===== src/rtl/conta_pkg.sv =====
// ----------------------------------------------------------------------------
// conta_pkg
// Shared constants for the Tema2 counter family (up counters and the
// conta_down_mv_tc down-counter/timer).
//   - state encodings for the IDLE / RUN / DONE control FSM
//   - mode encodings for periodic (auto-reload) vs one-shot operation
// ----------------------------------------------------------------------------
package conta_pkg;

    typedef logic [1:0] state_t;

    localparam state_t S_IDLE = 2'b00;
    localparam state_t S_RUN  = 2'b01;
    localparam state_t S_DONE = 2'b10;

    localparam logic MODE_PERIODIC = 1'b0;
    localparam logic MODE_ONESHOT  = 1'b1;

endpackage : conta_pkg


===== src/rtl/conta_down_mv_tc.sv =====
// ----------------------------------------------------------------------------
// conta_down_mv_tc
// Programmable down-counter / timer. On start the modulus M is loaded and the
// counter runs M..0 on enabled cycles, pulsing tc for one cycle at terminal
// count. Periodic mode reloads M (period M+1 enabled cycles); one-shot mode
// parks at 0 in DONE.
//
// Ports
//   clk       in   system clock, rising edge
//   reset     in   synchronous, active-high reset
//   enable    in   count enable; count holds when low
//   start     in   load M/mode and (re)start the run
//   stop      in   abort to IDLE, q holds
//   mode      in   0 = periodic, 1 = one-shot (sampled on start)
//   M         in   modulus, W bits (sampled on start)
//   q         out  current count (registered)
//   tc        out  one-cycle terminal-count pulse (registered)
//   busy      out  high while in RUN
//   done      out  high in DONE
//   dbg_state out  current FSM state, for checkers
//
// Control semantics: start/stop/enable are level-sampled on every rising
// edge with priority reset > stop > start > enable; there is no handshake
// and no back-pressure.
// ----------------------------------------------------------------------------
module conta_down_mv_tc
    import conta_pkg::*;
#(
    parameter int W = 3
) (
    input  logic         clk,
    input  logic         reset,
    input  logic         enable,
    input  logic         start,
    input  logic         stop,
    input  logic         mode,
    input  logic [W-1:0] M,
    output logic [W-1:0] q,
    output logic         tc,
    output logic         busy,
    output logic         done,
    output logic [1:0]   dbg_state
);

    state_t       state;
    logic [W-1:0] m_reg;
    logic         mode_reg;

    assign dbg_state = state;

    always_ff @(posedge clk) begin
        // tc is a pulse: cleared every edge unless a terminal count fires
        tc <= 1'b0;

        if (reset || (state != S_IDLE && state != S_RUN && state != S_DONE)) begin
            // The unused encoding recovers exactly like a reset
            state    <= S_IDLE;
            q        <= '0;
            m_reg    <= '0;
            mode_reg <= 1'b0;
            busy     <= 1'b0;
            done     <= 1'b0;
        end else if (stop) begin
            state <= S_IDLE;
            busy  <= 1'b0;
            done  <= 1'b0;
        end else if (start) begin
            // Same action from IDLE, RUN (restart) and DONE; no tc even if q==0
            m_reg    <= M;
            mode_reg <= mode;
            q        <= M;
            state    <= S_RUN;
            busy     <= 1'b1;
            done     <= 1'b0;
        end else begin
            case (state)
                S_RUN: begin
                    if (enable) begin
                        if (q != '0) begin
                            q <= q - 1'b1;
                        end else if (mode_reg == MODE_PERIODIC) begin
                            q  <= m_reg;
                            tc <= 1'b1;
                        end else begin
                            tc    <= 1'b1;
                            state <= S_DONE;
                            busy  <= 1'b0;
                            done  <= 1'b1;
                        end
                    end
                end
                default: begin
                    // IDLE and DONE hold everything; enable is ignored
                end
            endcase
        end
    end

endmodule : conta_down_mv_tc


===== config.mk =====
export PLATFORM = sky130hd
export DESIGN_NAME = conta_down_mv_tc
export DESIGN_NICKNAME = d
export VERILOG_FILES = /design/src/rtl/conta_pkg.sv /design/src/rtl/conta_down_mv_tc.sv
export SDC_FILE = /design/constraint.sdc
export NUM_CORES = 1
export LEC_CHECK = 0
export BUFFER_PORTS_ARGS = -buffer_cell sky130_fd_sc_hd__buf_4
export CAP_MARGIN = 40
export CORE_MARGIN = 1.5
export CORE_UTILIZATION = 30
export CTS_BUF_LIST = sky130_fd_sc_hd__clkbuf_8
export DETAILED_ROUTE_END_ITERATION = 8
export SLEW_MARGIN = 10
export SYNTH_ARGS = -nofsm -noshare
export SYNTH_HDL_FRONTEND = slang
export SYNTH_SLANG_ARGS = --single-unit

===== constraint.sdc =====
create_clock -name clk -period 3.6 [get_ports clk]
set_input_delay 0.36 -clock clk [delete_from_list [all_inputs] [get_ports clk]]
set_output_delay 0.36 -clock clk [all_outputs]
set_load 0.05 [all_outputs]

---- Word level (Yosys, flattened, before mapping) ----
Cells that the tools add are included.
cells by class
  shift-type cells ........................ 0
  $add $sub $neg .......................... 1
  eq/ne operators ......................... 5
  bitwise gates (word level) .............. 4
  divide/modulo/power cells ............... 0
  reductions and logical operators ........ 15
  muxes and demuxes ....................... 16
  $mul .................................... 0
  magnitude comparators ................... 0
operators with widths
  cell                                                   number
  two-way mux 3 bit                                      5
  AND reduction 4 bit                                    3
  two-way mux 1 bit                                      11
  nonzero test 2 bit                                     4
  OR reduction 5 bit                                     1
  inequality test 2 bit, second input constant           2
  NOT 1 bit                                              4
  inequality test 3 x 2 -> 1 bit, second input constant  1
  nonzero test 3 bit                                     1
  OR reduction 3 bit                                     1
  subtractor 3 x 1 -> 3 bit, second input constant       1
  equality test 2 x 1 -> 1 bit, second input constant    1
  logical AND 1 bit                                      2
  inequality test 2 x 1 -> 1 bit, second input constant  1
  AND reduction 2 bit                                    1
  OR reduction 2 bit                                     1
  logical OR 1 bit                                       1
word-level totals
  bits in read-only memories .............. 0
  bits in registers ....................... 11
  word-level logic and storage cells ...... 48
  input bits .............................. 9
  RAM bits ................................ 0
  memories ................................ 0
  bits in latches ......................... 0
  output and inout bits ................... 8

---- Longest topological paths before layout ----
  depth in word-level cells ............... 5
  depth in mapped cells ................... 6
  depth with buffers taken out ............ 6

---- Worst setup path before layout ----
No wires, ideal clock.
  path type ............................... reg-to-reg
  from .................................... register q[0]
  to ...................................... register q[2]
  arrival ................................. 1.820 ns
  setup slack ............................. 1.690 ns
  path buffers ............................ 0
  stages on the path, launching flop included .. 7
  setup time .............................. 0.091 ns
  period minus slack after synthesis ...... 1.910 ns
  required time ........................... 3.509 ns
  cells stage by stage .................... dfxtp_1 inv_1 ha_1 nor2b_1 a221oi_4 nor2_1 a311oi_1
on the way
  cells in the longest elaborated chain, start to end .. 5
  elaborated cells on any way between the ends .. 8
  those cells by class .................... add/sub (1); eq/ne (1); mux (4); reduce/logical (2)
RTL lines
  element                                                                 RTL line                                        RTL
  from (decl)                                                             conta_down_mv_tc.sv:38                          output logic [W-1:0] q,
  from (signal assigned)                                                  conta_down_mv_tc.sv:80                          q <= q - 1'b1;
  from (signal assigned)                                                  conta_down_mv_tc.sv:82                          q <= m_reg;
  subtractor 3 x 1 -> 3 bit / nonzero test 3 bit (equally long branches)  conta_down_mv_tc.sv:80, conta_down_mv_tc.sv:79
  two-way mux 3 bit                                                       conta_down_mv_tc.sv:79                          if (q != '0) begin
  two-way mux 3 bit                                                       conta_down_mv_tc.sv:78                          if (enable) begin
  two-way mux 3 bit                                                       conta_down_mv_tc.sv:76                          case (state)
  two-way mux 3 bit                                                       conta_down_mv_tc.sv:67                          end else if (start) begin
Parallel ways exist; a longest one is shown, timed or not. The select of a mux whose other input is x is not followed.
A chain may end at the register's enable or synchronous reset.

---- Final worst setup path ----
Same ends and word-level chain as after synthesis.

==> impl_summary.md <==
GRT
The total overflow left after global routing is 0. The number of antenna violations at the first check in global routing is 0. The overall track demand over capacity in global routing is 12.6%. The number of global-route vias before repair is ~400.

The first-pass GRT wire length is 1.79 mm. Entering global routing, the biggest net connects 11 pins.

Pwr
IR analysis of the VDD net gives a maximum drop of around 0.23 mV. The combinational share of power is 19.1%. The internal power of the cells totals 0.238 mW. Summing internal, switching and leakage power gives approximately 0.32 mW. The sequential cell fraction of total power is 37.7%. The analysis attributes to cell leakage a power of 0.292 nW. The relative contribution of the clock network to total power is roughly 43%. The switching share of power is 26.0%.

The net switching component of the power is 0.0834 mW. Power spread over the standard cell area amounts to 457 mW/mm^2.

Final layout
The repair_antennas step left the layout with diodes totalling 0. The fraction of final layout cells with drive strength greater than 1 is 32.9%. The synthesis-to-layout area growth is 33.6%.

The net count of the finished layout is 85. After filler insertion, the fill cell instance count of the layout stands at 157.

Synth
Of the post-synthesis cell area, the dominant cell type holds 38.1%. The predominant post-synthesis flop cell is sky130_fd_sc_hd__dfxtp_1. The share of the Yosys chip area taken by registers is 38.1%. By count the netlist is led by sky130_fd_sc_hd__dfxtp_1, sky130_fd_sc_hd__nor2_1, sky130_fd_sc_hd__mux2i_1. After synthesis, the cell types taking the most area are sky130_fd_sc_hd__dfxtp_1, sky130_fd_sc_hd__mux2i_1, sky130_fd_sc_hd__a221oi_4.

The number of warnings printed during yosys synthesis is 0. By instance count, the leading cell after synthesis is sky130_fd_sc_hd__dfxtp_1. After synthesis the cells add up to approximately 530 um^2. The mean area per synthesized cell is 9.38 um^2. When the netlist entered floorplanning its net count stood at between 60 and 70. In this run, synthesis produced a sequential element count of 10. Counting flops with an async set or reset pin after synthesis yields a share of 0%. Of all cell types, the one taking the most synthesized area is sky130_fd_sc_hd__dfxtp_1. The number of different library cells used by synthesis comes to 25. The number of flops mapped to enable cells by yosys is 0. The cell count after synthesis came out at 56.

Timing
Setup repair after global routing left no endpoint under its margin. The worst path in the final design needs a cycle of roughly 1.7 ns, including I/O delays and setup. The worst setup skew after layout is roughly 0.0020 ns. The worst path meets setup with 1.93 ns of slack. Setup violations remaining at the end of the flow were counted as 0. The count of endpoints failing hold in the final timing report is 0.

The share of the cycle needed by the critical path after routing is 46.3%. The number of max-slew violations in the final report was 0. The highest achievable clock rate is 0.600 GHz. The slew at the pin closest to its max-slew limit is 0.477 ns.

For the final routed database, the setup TNS stands at 0 ns. The headroom to the max-slew limit is 68.1%.

Clocking
TritonCTS built the clock tree. The clock buffer count from CTS is 3. No sink is reached through more buffers than the 2 on the longest clock path. Clock tree synthesis found a total of 10 sinks. For the worst-skew pair, the clock arrives at the later sink with an insertion delay of 0.23 ns. The number of buffers added to fix hold violations after cts is 0. The number of buffers inserted by post-CTS setup repair is 0. The tree is rooted in a sky130_fd_sc_hd__clkbuf_8. The number of H-tree levels is 1. Gates resized during post-CTS repair numbered 0. After clock tree synthesis, the clock-pin slew on the worst setup and hold paths is around 0.05 ns.

Drt
Dividing the detail-routed wire length by the instance count gives between 10 and 15 um. The routed design has around 1 mm of wire. After detailed routing, the number of remaining DRC violations is 0. In this run, the number of DRC markers left after iteration 0 of detailed routing was 10.

Detailed routing inserted a total of around 450 vias. The first detailed-routing pass took 3 iterations. The routed via count divided by cell count is 5.04. The detail route stage leaves a number of antenna-violating nets equal to 0.

Critical path
The cell class contributing the biggest share of worst-path delay is compound AO/OA/AOI/OAI gates. The critical path launch point type is a flip-flop. The largest stage delay on the critical path is 0.36 ns. Data on the critical path arrives at its endpoint at 1.81 ns.

For the worst setup path, the data required time is 3.74 ns. The master of the slowest instance on the critical path is sky130_fd_sc_hd__dfxtp_1. Traced cell by cell, the critical path runs through inv_1 -> ha_1 -> nor2b_1 -> a221oi_4 -> nor2_1 -> a311oi_1. In this run the worst path has a maximum fanout of 6. The kind of capture point of the worst setup path is a flip-flop. The critical path is of the flip-flop to flip-flop type. The buffers plus inverters on the worst setup path is 1.

Placement
The port buffer count is 16. The placed wire-length estimate after detailed placement is 783 um. At the end of routability-driven placement, the weighted congestion stood at 0.722.

The setup slack after placement is 1.92 ns.

Die
During I/O placement, the number of pins put on the boundary was 17. The starting density of the core is 33.3%. The die height is 44.9 um. The die covers 0.00201 mm^2. The initialized floorplan defines 14 standard-cell rows. The core area is 0.00158 mm^2. The die is about 45 um wide.

Outcome
The run finished with clean final reports.

Hold path
In this run the worst hold path is classified as input pin to flip-flop.

Run
The tool flagged a number of max-cap violations equal to 0.
==> worst reg2reg max path: stages, from the launching register on <==
cell and delay (ns):
sky130_fd_sc_hd__dfxtp_1 0.36, sky130_fd_sc_hd__inv_1 0.07, sky130_fd_sc_hd__ha_1 0.24, sky130_fd_sc_hd__nor2b_1 0.21
sky130_fd_sc_hd__a221oi_4 0.36, sky130_fd_sc_hd__nor2_1 0.07, sky130_fd_sc_hd__a311oi_1 0.26
==> placed cells by master (no fill, tap or decap), drive strengths merged <==
cell	synthesis	routed
o211ai	2	2
nand2	2	2
a211oi	1	1
buf	2	16
nor2	7	7
nor2b	2	2
nor3	1	1
mux2i	5	5
mux2	1	1
clkbuf	1	4
ha	2	2
inv	4	4
a21o	1	1
dfxtp	10	10
a2111oi	1	1
nand2b	1	1
nand3	1	1
nand3b	3	3
a221oi	1	1
a311oi	1	1
a21oi	3	3
nor4	1	1
and3b	1	1
o21ai	2	2
==> logic make-up after synthesis <==
| family | count (synthesis) | synth area share [%] |
|---|---|---|
| simple gates | 19 | 19.0 |
| flops | 10 | 38.1 |
| compound gates | 12 | 20.0 |
| mux | 6 | 11.7 |
| fa+ha+maj | 2 | 4.76 |
| buf+inv | 7 | 6.43 |
==> worst paths after layout <==
path,from,endpoint,slack (ns),cells past startpoint
max reg2reg,q[0],q[2],1.93,6
min reg2reg,m_reg[2],m_reg[2],0.50,2
max,q[0],q[2],1.93,6
min,start,dbg_state[1],0.35,2
==> power groups by stage <==
stage / clock network (mW) / logic (mW) / registers, mW
floorplan: 0 / 0.0318 / 0.133
global placement: 0 / 0.0612 / 0.123
detailed placement: 0 / 0.0617 / 0.123
CTS: 0.145 / 0.0621 / 0.121
global route: 0.148 / 0.0678 / 0.122
finish: 0.139 / 0.0615 / 0.121
==> routing by layer <==
metal | track usage [%] | up-vias | part of all wire (%)
li1 | - | 233 | -
met1 | 17.2 | 200 | 49
met2 | 16.8 | 14 | 43
met3 | 6.00 | 2 | 6.7
met4 | 5.29 | 0 | 1.1
met5 | 0 | - | 0
==> layout make-up <==
class / count / area [um^2] / share of cell area [%]
well taps: 16 / 20.0 / 2.85
clock buffers: 4 / 55.1 / 7.84
inverters: 4 / 15.0 / 2.14
flip-flops and latches: 10 / 200 / 28.5
multi-input cells: 39 / 292 / 41.5
repair buffers: 16 / 120 / 17.1
==> per-stage QoR <==
stage | cell area (um^2) | util, % | hold slack [ns] | cells
floorplan | 526 | - | 0.429 | 56
global placement | 647 | 41.0 | 0.496 | 85
detailed placement | 647 | 41.0 | 0.488 | 85
CTS | 702 | 44.5 | 0.342 | 89
global route | 702 | 44.5 | 0.364 | 89
finish | 702 | 44.5 | 0.349 | 89
Power figures use the tool's default switching activity.
